## config.mk

```make
export PLATFORM = sky130hd
export DESIGN_NAME = car_start_sequencer
export DESIGN_NICKNAME = d
export VERILOG_FILES = /design/src/rtl/car_safety_pkg.sv /design/src/rtl/car_start_sequencer_chime_cadence.sv /design/src/rtl/car_start_sequencer.sv
export SDC_FILE = /design/constraint.sdc
export NUM_CORES = 1
export LEC_CHECK = 0
export ABC_AREA = 1
export BUFFER_PORTS_ARGS = -buffer_cell sky130_fd_sc_hd__buf_2
export CORE_ASPECT_RATIO = 1.4
export CORE_UTILIZATION = 34
export DETAILED_ROUTE_END_ITERATION = 10
export GPL_TIMING_DRIVEN = 0
export HOLD_SLACK_MARGIN = 0.02
export PLACE_DENSITY = 0.63
export SYNTH_ARGS = -nofsm -noshare
export SYNTH_HDL_FRONTEND = slang
export SYNTH_SLANG_ARGS = --single-unit
```

## constraint.sdc

```tcl
create_clock -name clk -period 1.21 [get_ports clk]
set_input_delay 0.121 -clock clk [delete_from_list [all_inputs] [get_ports clk]]
set_output_delay 0.121 -clock clk [all_outputs]
set_load 0.03 [all_outputs]
```

## src/rtl/car_safety_pkg.sv

```systemverilog
// ============================================================================
// Module : car_safety_pkg
// Brief  : Shared state/source encodings and default timing for the start sequencer.
// Rev    : 1.0  initial release
// ============================================================================
`default_nettype none

package car_safety_pkg;

    typedef enum logic [2:0] {
        ST_OFF     = 3'd0,
        ST_IGN     = 3'd1,
        ST_CRANK   = 3'd2,
        ST_RUN     = 3'd3,
        ST_LOCKOUT = 3'd4
    } state_t;

    typedef enum logic [1:0] {
        SRC_NONE = 2'd0,
        SRC_PRI1 = 2'd1,
        SRC_PRI2 = 2'd2
    } src_t;

    localparam int unsigned c_crank_cycles = 200;
    localparam int unsigned c_max_retries  = 3;
    localparam int unsigned c_beep_fast    = 8;
    localparam int unsigned c_beep_slow    = 32;

endpackage

`default_nettype wire

```

## src/rtl/car_start_sequencer_chime_cadence.sv

```systemverilog
// ============================================================================
// Module : chime_cadence
// Brief  : Warning-to-chime cadence generator with per-priority acknowledge mutes.
// Rev    : 1.0  initial release
// ============================================================================
`default_nettype none

module chime_cadence
    import car_safety_pkg::*;
#(
    parameter int unsigned BEEP_FAST = c_beep_fast,
    parameter int unsigned BEEP_SLOW = c_beep_slow
) (
    input  logic clk,
    input  logic rst_n,
    input  logic warn_pri1,
    input  logic warn_pri2,
    input  logic ack,
    input  logic hold,
    output logic chime_out
);

    localparam int unsigned c_beep_max = (BEEP_SLOW > BEEP_FAST) ? BEEP_SLOW : BEEP_FAST;
    localparam int          c_cnt_w    = $clog2(c_beep_max + 1);
    localparam logic [c_cnt_w-1:0] c_fast = c_cnt_w'(BEEP_FAST);
    localparam logic [c_cnt_w-1:0] c_slow = c_cnt_w'(BEEP_SLOW);
    localparam logic [c_cnt_w-1:0] c_one  = c_cnt_w'(1);

    src_t               r_src, w_src, w_src_nxt;
    logic [c_cnt_w-1:0] r_cnt, w_cnt_nxt, w_half;
    logic               r_on, w_on_nxt;
    logic               r_chime;
    logic               r_mute1, r_mute2;

    always_comb begin
        w_src = SRC_NONE;
        if (warn_pri1 && !r_mute1) begin
            w_src = SRC_PRI1;
        end else if (warn_pri2 && !r_mute2) begin
            w_src = SRC_PRI2;
        end
    end

    // r_cnt counts cycles already spent in the current half-period (1..half)
    always_comb begin
        w_src_nxt = r_src;
        w_cnt_nxt = r_cnt;
        w_on_nxt  = r_on;
        w_half    = (w_src == SRC_PRI1) ? c_fast : c_slow;
        if (!hold) begin
            w_src_nxt = w_src;
            if (w_src == SRC_NONE) begin
                w_cnt_nxt = '0;
                w_on_nxt  = 1'b0;
            end else if (w_src != r_src) begin
                w_cnt_nxt = c_one;
                w_on_nxt  = 1'b1;
            end else if (r_cnt >= w_half) begin
                w_cnt_nxt = c_one;
                w_on_nxt  = !r_on;
            end else begin
                w_cnt_nxt = r_cnt + c_one;
            end
        end
    end

    always_ff @(posedge clk) begin
        if (!rst_n) begin
            r_src   <= SRC_NONE;
            r_cnt   <= '0;
            r_on    <= 1'b0;
            r_chime <= 1'b0;
            r_mute1 <= 1'b0;
            r_mute2 <= 1'b0;
        end else begin
            r_src   <= w_src_nxt;
            r_cnt   <= w_cnt_nxt;
            r_on    <= w_on_nxt;
            r_chime <= w_on_nxt && !hold;
            r_mute1 <= warn_pri1 && (r_mute1 || (ack && (w_src == SRC_PRI1)));
            r_mute2 <= warn_pri2 && (r_mute2 || (ack && (w_src == SRC_PRI2)));
        end
    end

    assign chime_out = r_chime;

endmodule

`default_nettype wire

```

## src/rtl/car_start_sequencer.sv

```systemverilog
// ============================================================================
// Module : car_start_sequencer
// Brief  : Ignition/crank/run sequencer with retry lockout and warning chime.
// Rev    : 1.0  initial release
// ============================================================================
`default_nettype none

module car_start_sequencer
    import car_safety_pkg::*;
#(
    parameter int unsigned CRANK_CYCLES = c_crank_cycles,
    parameter int unsigned MAX_RETRIES  = c_max_retries,
    parameter int unsigned BEEP_FAST    = c_beep_fast,
    parameter int unsigned BEEP_SLOW    = c_beep_slow
) (
    input  logic       clk,
    input  logic       rst_n,
    input  logic       key,
    input  logic       start_btn,
    input  logic       start_permit,
    input  logic       warn_pri1,
    input  logic       warn_pri2,
    input  logic       eng_running,
    input  logic       ack,
    output logic       ign_on,
    output logic       crank,
    output logic       start_fault,
    output logic [2:0] state,
    output logic [1:0] retry_cnt,
    output logic       chime_out
);

    localparam int c_tmr_w = $clog2(CRANK_CYCLES + 1);
    localparam logic [c_tmr_w-1:0] c_tmr_load = c_tmr_w'(CRANK_CYCLES);
    localparam logic [c_tmr_w-1:0] c_tmr_one  = c_tmr_w'(1);
    localparam logic [1:0]         c_max_rty  = 2'(MAX_RETRIES);

    state_t             r_state, w_state_nxt;
    logic [c_tmr_w-1:0] r_timer, w_timer_nxt;
    logic [1:0]         r_retry, w_retry_nxt, w_retry_inc;
    logic               r_btn_prev;
    logic               w_btn_rise;
    logic               w_hold;

    assign w_btn_rise  = start_btn && !r_btn_prev;
    assign w_retry_inc = (r_retry >= c_max_rty) ? c_max_rty : r_retry + 2'd1;

    always_comb begin
        w_state_nxt = r_state;
        w_timer_nxt = r_timer;
        w_retry_nxt = r_retry;
        if (!key) begin
            w_state_nxt = ST_OFF;
            w_retry_nxt = '0;
        end else begin
            case (r_state)
                ST_OFF: w_state_nxt = ST_IGN;
                ST_IGN: begin
                    if (w_btn_rise && start_permit) begin
                        w_state_nxt = ST_CRANK;
                        w_timer_nxt = c_tmr_load;
                    end
                end
                ST_CRANK: begin
                    // A catch on the final crank cycle counts as success, not a timeout
                    if (eng_running) begin
                        w_state_nxt = ST_RUN;
                        w_retry_nxt = '0;
                    end else if (!start_permit) begin
                        w_state_nxt = ST_IGN;
                    end else if (r_timer <= c_tmr_one) begin
                        w_timer_nxt = '0;
                        w_retry_nxt = w_retry_inc;
                        w_state_nxt = (w_retry_inc == c_max_rty) ? ST_LOCKOUT : ST_IGN;
                    end else begin
                        w_timer_nxt = r_timer - c_tmr_one;
                    end
                end
                ST_RUN: begin
                    if (!eng_running) begin
                        w_state_nxt = ST_IGN;
                    end
                end
                ST_LOCKOUT: w_state_nxt = ST_LOCKOUT;
                default:    w_state_nxt = ST_OFF;
            endcase
        end
    end

    always_ff @(posedge clk) begin
        if (!rst_n) begin
            r_state    <= ST_OFF;
            r_timer    <= '0;
            r_retry    <= '0;
            r_btn_prev <= 1'b0;
        end else begin
            r_state    <= w_state_nxt;
            r_timer    <= w_timer_nxt;
            r_retry    <= w_retry_nxt;
            r_btn_prev <= start_btn;
        end
    end

    assign w_hold      = (r_state == ST_CRANK);
    assign ign_on      = (r_state == ST_IGN) || (r_state == ST_CRANK) || (r_state == ST_RUN);
    assign crank       = (r_state == ST_CRANK);
    assign start_fault = (r_state == ST_LOCKOUT);
    assign state       = r_state;
    assign retry_cnt   = r_retry;

    chime_cadence #(
        .BEEP_FAST (BEEP_FAST),
        .BEEP_SLOW (BEEP_SLOW)
    ) u_chime (
        .clk       (clk),
        .rst_n     (rst_n),
        .warn_pri1 (warn_pri1),
        .warn_pri2 (warn_pri2),
        .ack       (ack),
        .hold      (w_hold),
        .chime_out (chime_out)
    );

endmodule

`default_nettype wire

```

== Word level (Yosys, flattened, before mapping) ==
Cells that the tools add are included.

* Bits in registers: 26
* Bits of input ports: 9
* Output and inout bits: 9
* Word-level logic and storage cells: 82

* Add/sub/neg operators: 3
* $lt $le $gt $ge: 3
* Equality and inequality tests: 13
* Multiplexer cells: 26
* Reductions and logical operators: 27

{| class="wikitable"
|+ Operators with widths
! operator !! number
|-
| $mux 8 || 4
|-
| $mux 6 || 4
|-
| $mux 3 || 6
|-
| $pmux 8 s2 || 1
|-
| $pmux 3 s5 || 1
|-
| $mux 2 || 6
|-
| $logic_and 1x1->1 || 9
|-
| $le 8x1->1 const B || 1
|-
| $ne 2x2->1 const B || 4
|-
| $sub 8x1->8 const B || 1
|-
| $add 6x1->6 const B || 1
|-
| $eq 3x2->1 const B || 2
|-
| $ge 6x6->1 || 1
|-
| $reduce_and 3->1 || 2
|-
| $reduce_bool 2->1 || 3
|-
| $logic_not 1->1 || 5
|-
| $reduce_and 5->1 || 1
|-
| $eq 2x2->1 const B || 2
|-
| $logic_or 1x1->1 || 4
|-
| $mux 1 || 4
|-
| $ne 4x4->1 const B || 1
|-
| $eq 3x1->1 const B || 1
|-
| $eq 3x3->1 const B || 1
|-
| $logic_not 3->1 || 1
|-
| other kinds (6) || 6
|}

== Depth between registers and ports, before layout ==
Gate-level depths: netlist of the first run.

* Depth in word-level cells: 12
* Depth in mapped cells: 10
* Depth with buffers taken out: 10

== By module ==
From an unflattened synthesis of the first run, not the netlist that was laid out.

* Cell total of the unflattened synthesis: 243
* Area total of the unflattened synthesis: 1561.5 µm²

{| class="wikitable"
|+ Modules (own cells, without submodules)
! module !! instances !! cells each !! area an instance (µm²) !! sequential area each (µm²)
|-
| car_start_sequencer || 1 || 134 || 837.1 || 280.3
|-
| chime_cadence || 1 || 109 || 724.4 || 240.2
|}

== Worst setup path after synthesis of the first run ==
Ideal clock, no wire load.

* Path kind: flip-flop to flip-flop
* Start: reg r_state[2], in the netlist state[2]
* End: reg r_state[2], in the netlist state[2]
* Library setup time: 0.079 ns
* Data arrival time: 1.688 ns
* Required time: 1.131 ns
* Setup slack: -0.556 ns
* Stages on the path, launching flop included: 5
* Buffers on the path: 0
* Period minus slack after synthesis: 1.766 ns
* Cells stage by stage: dfxtp_1 -> inv_2 -> nor3_1 -> a21oi_1 -> nor3_1

* Elaborated cells between the ends (all ways): 10
* Those cells by class: eq/ne (7); mux (1); reduce/logical (2)

{| class="wikitable"
|+ RTL lines
! item !! RTL line !! text
|-
| start, declared || car_start_sequencer.sv:38 || <nowiki>state_t r_state, w_state_nxt;</nowiki>
|-
| start signal, assigned || car_start_sequencer.sv:97 || <nowiki>r_state <= w_state_nxt;</nowiki>
|-
| $eq 3x3->1 || - ||
|-
| named net start_fault || car_start_sequencer.sv:27 || <nowiki>output logic start_fault,</nowiki>
|-
| $pmux 3 s5 || car_start_sequencer.sv:56 || <nowiki>case (r_state)</nowiki>
|}

The timed path passes the listed nets, and every way through them passes these cells.
A chain may end at the register's enable or synchronous reset.

== Worst setup path in the final report of the first run ==
* Start: reg r_state[2], in the netlist state[2]
* End: out crank

* Word-level cells in the longest chain between the ends: 1

{| class="wikitable"
|+ Ends and longest elaborated chain
! item !! RTL line !! text
|-
| $eq 3x2->1 || car_start_sequencer.sv:106 || <nowiki>assign crank = (r_state == ST_CRANK);</nowiki>
|-
| end, declared || car_start_sequencer.sv:26 || <nowiki>output logic crank,</nowiki>
|}

No other way between the ends.

==> metrics.md, run 1 <==
| Metric | Value |
|---|---|
| Register area | about 540 um^2 |
| Most common cell in the netlist | nand2_1 |
| Initial antenna violation count | 0 |
| GR Util met1 | a little under a fifth |
| Avg Inst Size Synth | 6.29 um^2 |
| Final Hold Fails | 0 |
| Hold WC Path Type | in2reg |
| Pin count of the biggest net entering global routing | 15 |
| Slew headroom | approximately four fifths |
| DR vias | approximately 1,600 |
| Status | finished with violations |
| Critical Path AT | around 1.2 ns |
| Util after Layout | 51.7% |
| Crit path cell chain | inv_6 -> nand3b_4 -> buf_12 -> clkinv_8 -> buf_8 |
| CTS root buf | clkbuf_8 |
| Register share of total power | 45.3% |
| Max incr delay on CP | 0.38 ns |
| GRT Max-Usage Layer | met2 |
| Remaining global-route overflow | 0 |
| Sw frac | between 30% and 40% |
| CP Buf/Inv Count | 4 |
| Synth top area share | 33.9% |
| Worst-path fanout max | 5 |
| # rows | 28 |
| Post-layout nets | just under 300 |
| # fillers | 405 |
| Failing checks | setup timing |
| Critical R2R Launch | state[0] |
| Tightest hold margin | roughly 0.051 ns |
| Detailed-route DRC error count | 0 |
| Unrepaired setup endpoints after global routing | true |
| Core area | roughly 4300 um^2 |
| Synthesis-to-layout area growth | 44.0% |
| Worst Tran Pin Value | 0.301 ns |
| Slowest cell on crit path | dfxtp_4 |
| Ranking of synthesized cells by area | dfxtp_1 34%, nand2_1 13%, nor2_1 9.8% |
| Yosys warnings | 0 |
| Synth cell count leaders | 55 x nand2_1, 40 x nor2_1, 35 x inv_1 |
| FFs w/ async S/R, synth | 0% |
| Max-slew violations | 0 |
| Pint | about 1.4 mW |
| Maxcap violations | 0 |
| Post-synth EDFFs | 0 |
| Power Total | 2.08 mW |
| Unique cell type count in the Yosys netlist | 23 |
| Worst Slack Setup Final | -0.103 ns |
| Cts bufs inserted | 3 |
| Post-DR vias/cell | 4.82 |
| Die Y | just over 80 um |
| Post-layout min period | between 1 and 1.5 ns |
| # diodes | 0 |
| Initial Util | about 36% |
| Synthesized flop and latch total | 26 |
| Maximum buffer depth of the clock tree | 2 |
| Clock Sinks | 26 |
| CTS tree | built |
| FMAX | 762 MHz |
| Required @ worst endpoint | 1.09 ns |
| Worst Setup SP | state[2] |
| CP Launch Type | flop |
| Gate power share | between 20% and 30% |
| GRT Total Usage | ~17% |
| Post-DP HPWL | between 2 and 3 mm |
| Multi-input gate area | approximately 1100 um^2 |
| Setup Viol. Count Final | 19 |
| Initial DRC count | approximately 80 |
| M2 GR Usage | about a third |
| I/O Buffers | 17 |
| Worst Hold Launch | start_btn |
| Delay-heaviest family, CP | buffers and inverters |
| DR WL/cell | ~12 um |
| Total net switching power | 0.706 mW |
| CP endpoint kind | output port |
| Clk_lat worst skew | 0.27 ns |
| First-pass GRT wire length | around 6.3 mm |
| Ratio of final minimum period to clock period | 109% |
| Clock Skews | between 0.002 and 0.0025 ns |
| Synth area leader | dfxtp_1 |
| H-tree depth | 1 |
| Reg clk slew, reported paths | 0.09 ns |
| Ys flop type | dfxtp_1 |
| Die area | between 4000 and 5000 um^2 |
| Placer Congestion | 0.853 |
| PD cells | 940 nW/um^2 |
| Synth Cell Area | roughly 1500 um^2 |
| Fraction of layout cells with a size suffix above 1 | between 40% and 50% |
| Clk network pwr share | roughly a quarter |
| Synth Net Count | between 200 and 300 |
| Vias in the first global route | between 1,500 and 2,000 |
| Die Width | ~59 um |
| Sequential area share after synthesis | between 30% and 40% |
| Final WL | about 4 mm |
| Gate Count Post-Synth | 244 |
| Io pins | 18 |
| Peak supply drop | 0.000395 V |
| DRT antenna net count | 0 |
| Crit path kind | reg2out |
| GR Util met3 | approximately 2.4% |
| First-pass iteration count of the detailed router | 4 |
| # hold bufs at CTS | 0 |
| Leak | between 0.9 and 1 nW |
layer usage:
metal	vias to the layer above	wire (um)
met1	739	1640
met5	-	0
met3	12	95
met4	0	119
li1	852	-
met2	35	2090
worst min-delay path: stages:
cell and delay (ns):
buf_2 0.10, nand2_1 0.04, inv_1 0.04
path summary, 6_finish.rpt:
check / endpoint / slack [ns] / depth (start not counted)
worst max register to register: state[1] / -0.10 / 8
worst min register to register: u_chime.r_on / 0.49 / 2
worst max-delay path: crank / -0.10 / 5
worst min-delay path: r_btn_prev / 0.05 / 3
final cells by class:
type                    instances  area share (%)
multi-input cells             179            51.4
clock buffers                   4            2.04
plain buffers                   1           0.226
well taps                      60            3.40
flip-flops and latches         26            24.4
inverters                      38            7.36
repair buffers                 32            11.1
placed cells by master (no fill, tap or decap), types with 3 or more instances in the layout:
master / n
nand2_1: 38
nor2_1: 30
inv_1: 29
dfxtp_1: 19
nand2_2: 17
buf_2: 16
a21oi_1: 15
nand3_1: 14
buf_4: 11
nor2_2: 10
nand3_2: 7
inv_2: 6
nand2_4: 6
o21ai_0: 5
nor2_4: 4
o21ai_2: 4
nand4_1: 4
dfxtp_4: 4
nor3_4: 3
nor3_1: 3
o21ai_1: 3
clkbuf_8: 3
buf_6: 3
dfxtp_2: 3
metrics by stage:
stage	setup TNS (ns)	cells	setup slack (ns)	instance area (um^2)
2_1_floorplan	-0.308	244	-0.0533	1580
3_3_place_gp	-3.16	321	-0.242	1740
3_5_place_dp	-3.34	321	-0.240	1740
4_1_cts	-1.06	337	-0.108	2010
5_1_grt	-3.05	340	-0.199	2210
6_report	-1.21	340	-0.103	2210
cells by family after synthesis:
family                     Yosys count  synth area share, %
adders and majority gates            4                 3.26
and+or+nand+nor                    142                 41.8
DFF                                 26                 33.9
AOI/OAI and AO/OA                   31                 10.5
buffers and inverters               40                 9.94
xor gates and xnor gates             1                0.571
power groups by stage:
stage,registers [mW],logic [mW],clock network [mW]
after floorplan,0.963,0.315,0
after global placement,0.953,0.427,0
after detailed placement,0.954,0.429,0
after CTS,0.937,0.536,0.540
after global routing,0.948,0.683,0.586
final,0.941,0.618,0.518
timing repair:
item,in CTS,in global routing
pin swaps,16,15
gates cloned,1,0
setup buffers,12,3
endpoints found under the hold margin,0,0
endpoints found under the setup margin,23,24
gates resized for setup,34,54
flip-flops by register name, indices dropped and copies added, names as in the netlist:
name / flops
r_timer: 8
u_chime.r_cnt: 6
state: 3
retry_cnt: 2
u_chime.r_src: 2
r_btn_prev: 1
u_chime.chime_out: 1
u_chime.r_mute1: 1
u_chime.r_mute2: 1
u_chime.r_on: 1
(Power assumes the default switching activity.)
==> run 2, diff against run 1 <==
--- a/config.mk
+++ b/config.mk
@@ -12,7 +12,7 @@
 export DETAILED_ROUTE_END_ITERATION = 10
 export GPL_TIMING_DRIVEN = 0
 export HOLD_SLACK_MARGIN = 0.02
-export PLACE_DENSITY = 0.63
+export PLACE_DENSITY = 0.61
 export SYNTH_ARGS = -nofsm -noshare
 export SYNTH_HDL_FRONTEND = slang
 export SYNTH_SLANG_ARGS = --single-unit
==> constraint.sdc (replaced) <==
create_clock -name clk -period 1.63 [get_ports clk]
set_input_delay 0.163 -clock clk [delete_from_list [all_inputs] [get_ports clk]]
set_output_delay 0.163 -clock clk [all_outputs]
set_load 0.03 [all_outputs]
==> metrics.md, run 2 (synthesized netlist as in run 1, its figures left out) <==
| Metric | Value |
|---|---|
| Status | finished, final reports clean |
| # hold bufs at CTS | 0 |
| Setup Viol. Count Final | 0 |
| Max-slew violations | 0 |
| Die Width | between 50 and 60 um |
| Max incr delay on CP | around 0.37 ns |
| Reg clk slew, reported paths | 0.09 ns |
| CP Launch Type | flop |
| First-pass iteration count of the detailed router | 4 |
| Clock Sinks | 26 |
| Post-Layout Inst Area | roughly 1800 um^2 |
| Maximum buffer depth of the clock tree | 2 |
| DR WL/cell | slightly above 10 um |
| H-tree depth | 1 |
| CTS tree | built |
| Worst-path fanout max | 9 |
| First-pass GRT wire length | 5.96 mm |
| I/O Buffers | 17 |
| Initial antenna violation count | 0 |
| Io pins | 18 |
| Commonest non-fill, non-tap cells in the layout | 55 x nand2_1, 39 x nor2_1, 34 x inv_1, 23 x nand3_1, 23 x dfxtp_1 |
| Placer Congestion | 0.830 |
| Final Hold Fails | 0 |
| Slowest cell on crit path | dfxtp_2 |
| Post-layout nets | 280 |
| Placed instance area | 1700 um^2 |
| Required @ worst endpoint | around 1.5 ns |
| Core area | between 4000 and 5000 um^2 |
| Vias in the first global route | approximately 1,400 |
| Post-layout min period | approximately 1.5 ns |
| Ratio of final minimum period to clock period | around nine tenths |
| Crit path kind | reg2out |
| FMAX | ~680 MHz |
| Initial Util | 35.9% |
| Worst Tran Pin Value | between 0.3 and 0.4 ns |
| CTS root buf | clkbuf_8 |
| Initial DRC count | between 50 and 60 |
| Unrepaired setup endpoints after global routing | false |
| DP Worst Slack | about 0.025 ns |
| Clock Skews | approximately 0.0046 ns |
| Detailed-route DRC error count | 0 |
| Die Y | approximately 80 um |
| Crit path cell chain | inv_2 -> nand3b_4 -> inv_4 -> buf_2 |
| CP Buf/Inv Count | 3 |
| Post-DR vias/cell | approximately 4.7 |
| PD cells | between 700 and 800 nW/um^2 |
| Cts bufs inserted | 3 |
| Clk_lat worst skew | roughly 0.27 ns |
| Most common cell after layout, fill and taps aside | nand2_1 |
| DR vias | roughly 1,500 |
| Final WL | approximately 3.4 mm |
| GRT Total Usage | around 16% |
| Leak | 0.862 nW |
| Remaining global-route overflow | 0 |
| Post-DP HPWL | around 2.6 mm |
| DRT antenna net count | 0 |
| Delay-heaviest family, CP | buffers and inverters |
| Worst Slack Setup Final | between 0.15 and 0.2 ns |
| Max reg flops | 8 |
| Fraction of layout cells with a size suffix above 1 | between 10% and 20% |
| # rows | 28 |
| # diodes | 0 |
| TNS Setup | 0 ns |
| Power Total | 1.39 mW |
| Hold WC Path Type | in2reg |
| Critical Path AT | ~1.3 ns |
| Pin count of the biggest net entering global routing | 14 |
| Synthesis-to-layout area growth | 14.7% |
| Most flops, register | r_timer |
| CP endpoint kind | output port |
| Peak supply drop | 0.000306 V |
| Maxcap violations | 0 |
| Die area | 4790 um^2 |
| Slew headroom | between 70% and 80% |
[run 2: changes by cell type in the layout (fill, tap and decap cells not counted), sizes merged]
cell and change:
nor2 -1, clkinv -1, inv +1, buf -13, clkbuf -1
[run 2: routing by layer]
metal  routed length (um)  global-route usage (%)  up-vias
met5                    0                       0        -
met2                 1680                    29.9       16
met3                   71                    1.89        8
met4                   98                    10.0        0
met1                 1510                    17.3      674
li1                     -                       -      816
[run 2: path summary, 6_finish.rpt]
check / from / slack [ns] / depth (start not counted) / end
setup / recovery: state[2] / 0.16 / 4 / crank
setup reg to reg: state[2] / 0.18 / 8 / r_timer[7]
hold reg to reg: u_chime.r_mute2 / 0.49 / 2 / u_chime.r_mute2
hold / removal: start_btn / 0.09 / 3 / r_btn_prev
[run 2: per-stage QoR]
| stage | util, % | cells | hold slack, ns |
|---|---|---|---|
| 2_1_floorplan | - | 244 | 0.256 |
| 3_5_place_dp | 39.8 | 321 | 0.379 |
| 6_report | 41.2 | 325 | 0.0867 |
| 5_1_grt | 41.2 | 325 | 0.0878 |
| 3_3_place_gp | 39.8 | 321 | 0.368 |
| 4_1_cts | 40.7 | 324 | 0.0815 |
[run 2: area by class of cell]
class	instances	area, um^2
clock buffers	3	41.3
repair buffers	18	92.6
flip-flops and latches	26	524
plain buffers	2	10.0
inverters	38	145
multi-input cells	178	872
well taps	60	75.1
fillers	491	2510
[run 2: timing repair]
item,CTS,global route
setup buffers,0,1
endpoints found under the setup margin,0,12
gates resized for setup,0,7
[run 2: report_power, final]
| group | total (mW) | switching (mW) | internal, mW |
|---|---|---|---|
| Clock | 0.366 | 0.201 | 0.166 |
| Sequential | 0.695 | 0.0275 | 0.668 |
| Combinational | 0.325 | 0.210 | 0.115 |
[run 2: worst register-to-register path, delay by kind of cell (launching register included)]
kind / cells / cell delay (ns)
AND/OR/NAND/NOR: 7 / 0.84
flip-flops: 1 / 0.37
buffers and inverters: 1 / 0.12
==> run 3, diff against run 2 <==
--- a/config.mk
+++ b/config.mk
@@ -12,7 +12,7 @@
 export DETAILED_ROUTE_END_ITERATION = 10
 export GPL_TIMING_DRIVEN = 0
 export HOLD_SLACK_MARGIN = 0.02
-export PLACE_DENSITY = 0.61
+export PLACE_DENSITY_LB_ADDON = 0.1
 export SYNTH_ARGS = -nofsm -noshare
 export SYNTH_HDL_FRONTEND = slang
 export SYNTH_SLANG_ARGS = --single-unit
==> metrics.md, run 3 (synthesized netlist as in run 1, its figures left out) <==
| Metric | Value |
|---|---|
| Total net switching power | roughly 0.43 mW |
| Peak supply drop | roughly 0.00030 V |
| Vias in the first global route | 1,388 |
| # hold bufs at CTS | 0 |
| Initial antenna violation count | 0 |
| First-pass iteration count of the detailed router | 5 |
| # rows | 28 |
| CP Launch Type | flop |
| Leak | 0.858 nW |
| Worst Slack Setup Final | 0.129 ns |
| Fraction of layout cells with a size suffix above 1 | approximately 16% |
| Commonest non-fill, non-tap cells in the layout | 55 x nand2_1, 39 x nor2_1, 35 x inv_1, 24 x dfxtp_1, 23 x nand3_1 |
| Setup Viol. Count Final | 0 |
| Reg clk slew, reported paths | approximately 0.08 ns |
| # fillers | between 400 and 500 |
| First-pass GRT wire length | 5.82 mm |
| Max reg flops | 8 |
| Required @ worst endpoint | 1.47 ns |
| Io pins | 18 |
| H-tree depth | 1 |
| PD cells | ~780 nW/um^2 |
| FMAX | approximately 670 MHz |
| Max-slew violations | 0 |
| Post-DR vias/cell | roughly 4.5 |
| Remaining global-route overflow | 0 |
| Core area | 4270 um^2 |
| DR WL/cell | about 10 um |
| Post-Layout Inst Area | between 1500 and 2000 um^2 |
| Critical Path AT | roughly 1.3 ns |
| Die Width | 58.8 um |
| I/O Buffers | 17 |
| Util after Layout | around two fifths |
| Slew headroom | roughly 77% |
| Clock Skews | between 0.002 and 0.0025 ns |
| Most flops, register | r_timer |
| Synthesis-to-layout area growth | 13.9% |
| Unrepaired setup endpoints after global routing | true |
| Maxcap violations | 0 |
| # diodes | 0 |
| Multi-input gate area | approximately 870 um^2 |
| Sw frac | between 30% and 40% |
| Pin count of the biggest net entering global routing | 14 |
| Post-layout nets | between 200 and 300 |
| CTS root buf | clkbuf_8 |
| Detailed-route DRC error count | 0 |
| Register area | 523 um^2 |
| Most common cell after layout, fill and taps aside | nand2_1 |
| DRT antenna net count | 0 |
| Initial DRC count | 59 |
| Placer Congestion | between 0.8 and 0.9 |
| Die area | 4790 um^2 |
| CTS tree | built |
| Gate power share | 22.9% |
| Placed instance area | around 1700 um^2 |
| Pint | between 0.9 and 1 mW |
| Tightest hold margin | 0.0973 ns |
| Clk network pwr share | 26.4% |
| Post-DP HPWL | ~2.7 mm |
| Maximum buffer depth of the clock tree | 2 |
| Final Hold Fails | 0 |
| Status | finished, final reports clean |
| Register share of total power | between 50% and 60% |
| Post-layout min period | 1.50 ns |
| Post-Layout Cell Count | about 320 |
| Hold WC Path Type | in2reg |
| DR vias | approximately 1,500 |
| Worst Tran Pin Value | about 0.34 ns |
| Power Total | about 1.4 mW |
| Cts bufs inserted | 3 |
| Clk_lat worst skew | between 0.2 and 0.3 ns |
| Clock Sinks | 26 |
| Worst-path fanout max | 9 |
| Crit path kind | reg2out |
| Die Y | 81.5 um |
| GRT Total Usage | 16.0% |
| Ratio of final minimum period to clock period | about 90% |
| DP Worst Slack | a little under 0.03 ns |
| Post-CTS setup buffer count | 0 |
| TNS Setup | 0 ns |
| Final WL | 3.39 mm |
| Placed Cells | approximately 320 |
| CP endpoint kind | output port |
| Initial Util | 35.9% |
## run 3: cell count changes in the layout (fill, tap and decap cells not counted), sizes merged
cell,previous run,this run
buf,20,19
## run 3: layout make-up
| class | count | area share (%) |
|---|---|---|
| inverters | 38 | 8.30 |
| plain buffers | 2 | 0.572 |
| repair buffers | 17 | 4.86 |
| clock buffers | 3 | 2.36 |
| flip-flops and latches | 26 | 29.9 |
| multi-input cells | 178 | 49.7 |
| well taps | 60 | 4.29 |
## run 3: power groups by stage
stage                     clock network (mW)  registers, mW  logic (mW)
after floorplan                            0          0.716       0.227
after global placement                     0          0.710       0.314
after detailed placement                   0          0.710       0.314
after CTS                              0.384          0.695       0.315
after global routing                   0.413          0.700       0.360
final                                  0.363          0.695       0.314
## run 3: what timing repair did
| action | in CTS | in global routing |
|---|---|---|
| endpoints found under the setup margin | 0 | 7 |
| hold endpoints to repair | 0 | 0 |
| resized for setup | 0 | 4 |
## run 3: worst paths after layout
kind                    from              end  slack [ns]  depth (start not counted)
max                 state[2]            crank        0.13                          4
min                start_btn       r_btn_prev         0.1                          3
max reg2reg       r_timer[0]       r_timer[4]        0.15                          7
min reg2reg  u_chime.r_mute2  u_chime.r_mute2        0.48                          2
## run 3: per-layer routing
metal,share of wire [%],global-route usage (%)
met1,43,16.5
met3,1.9,2.20
met4,1.9,7.38
met2,53,31.0
met5,0,0
## run 3: worst max-delay path: stages, from the launching register on
cell and delay, ns:
dfxtp_1 0.39, inv_2 0.14, nand3b_4 0.17, inv_4 0.15
buf_2 0.21
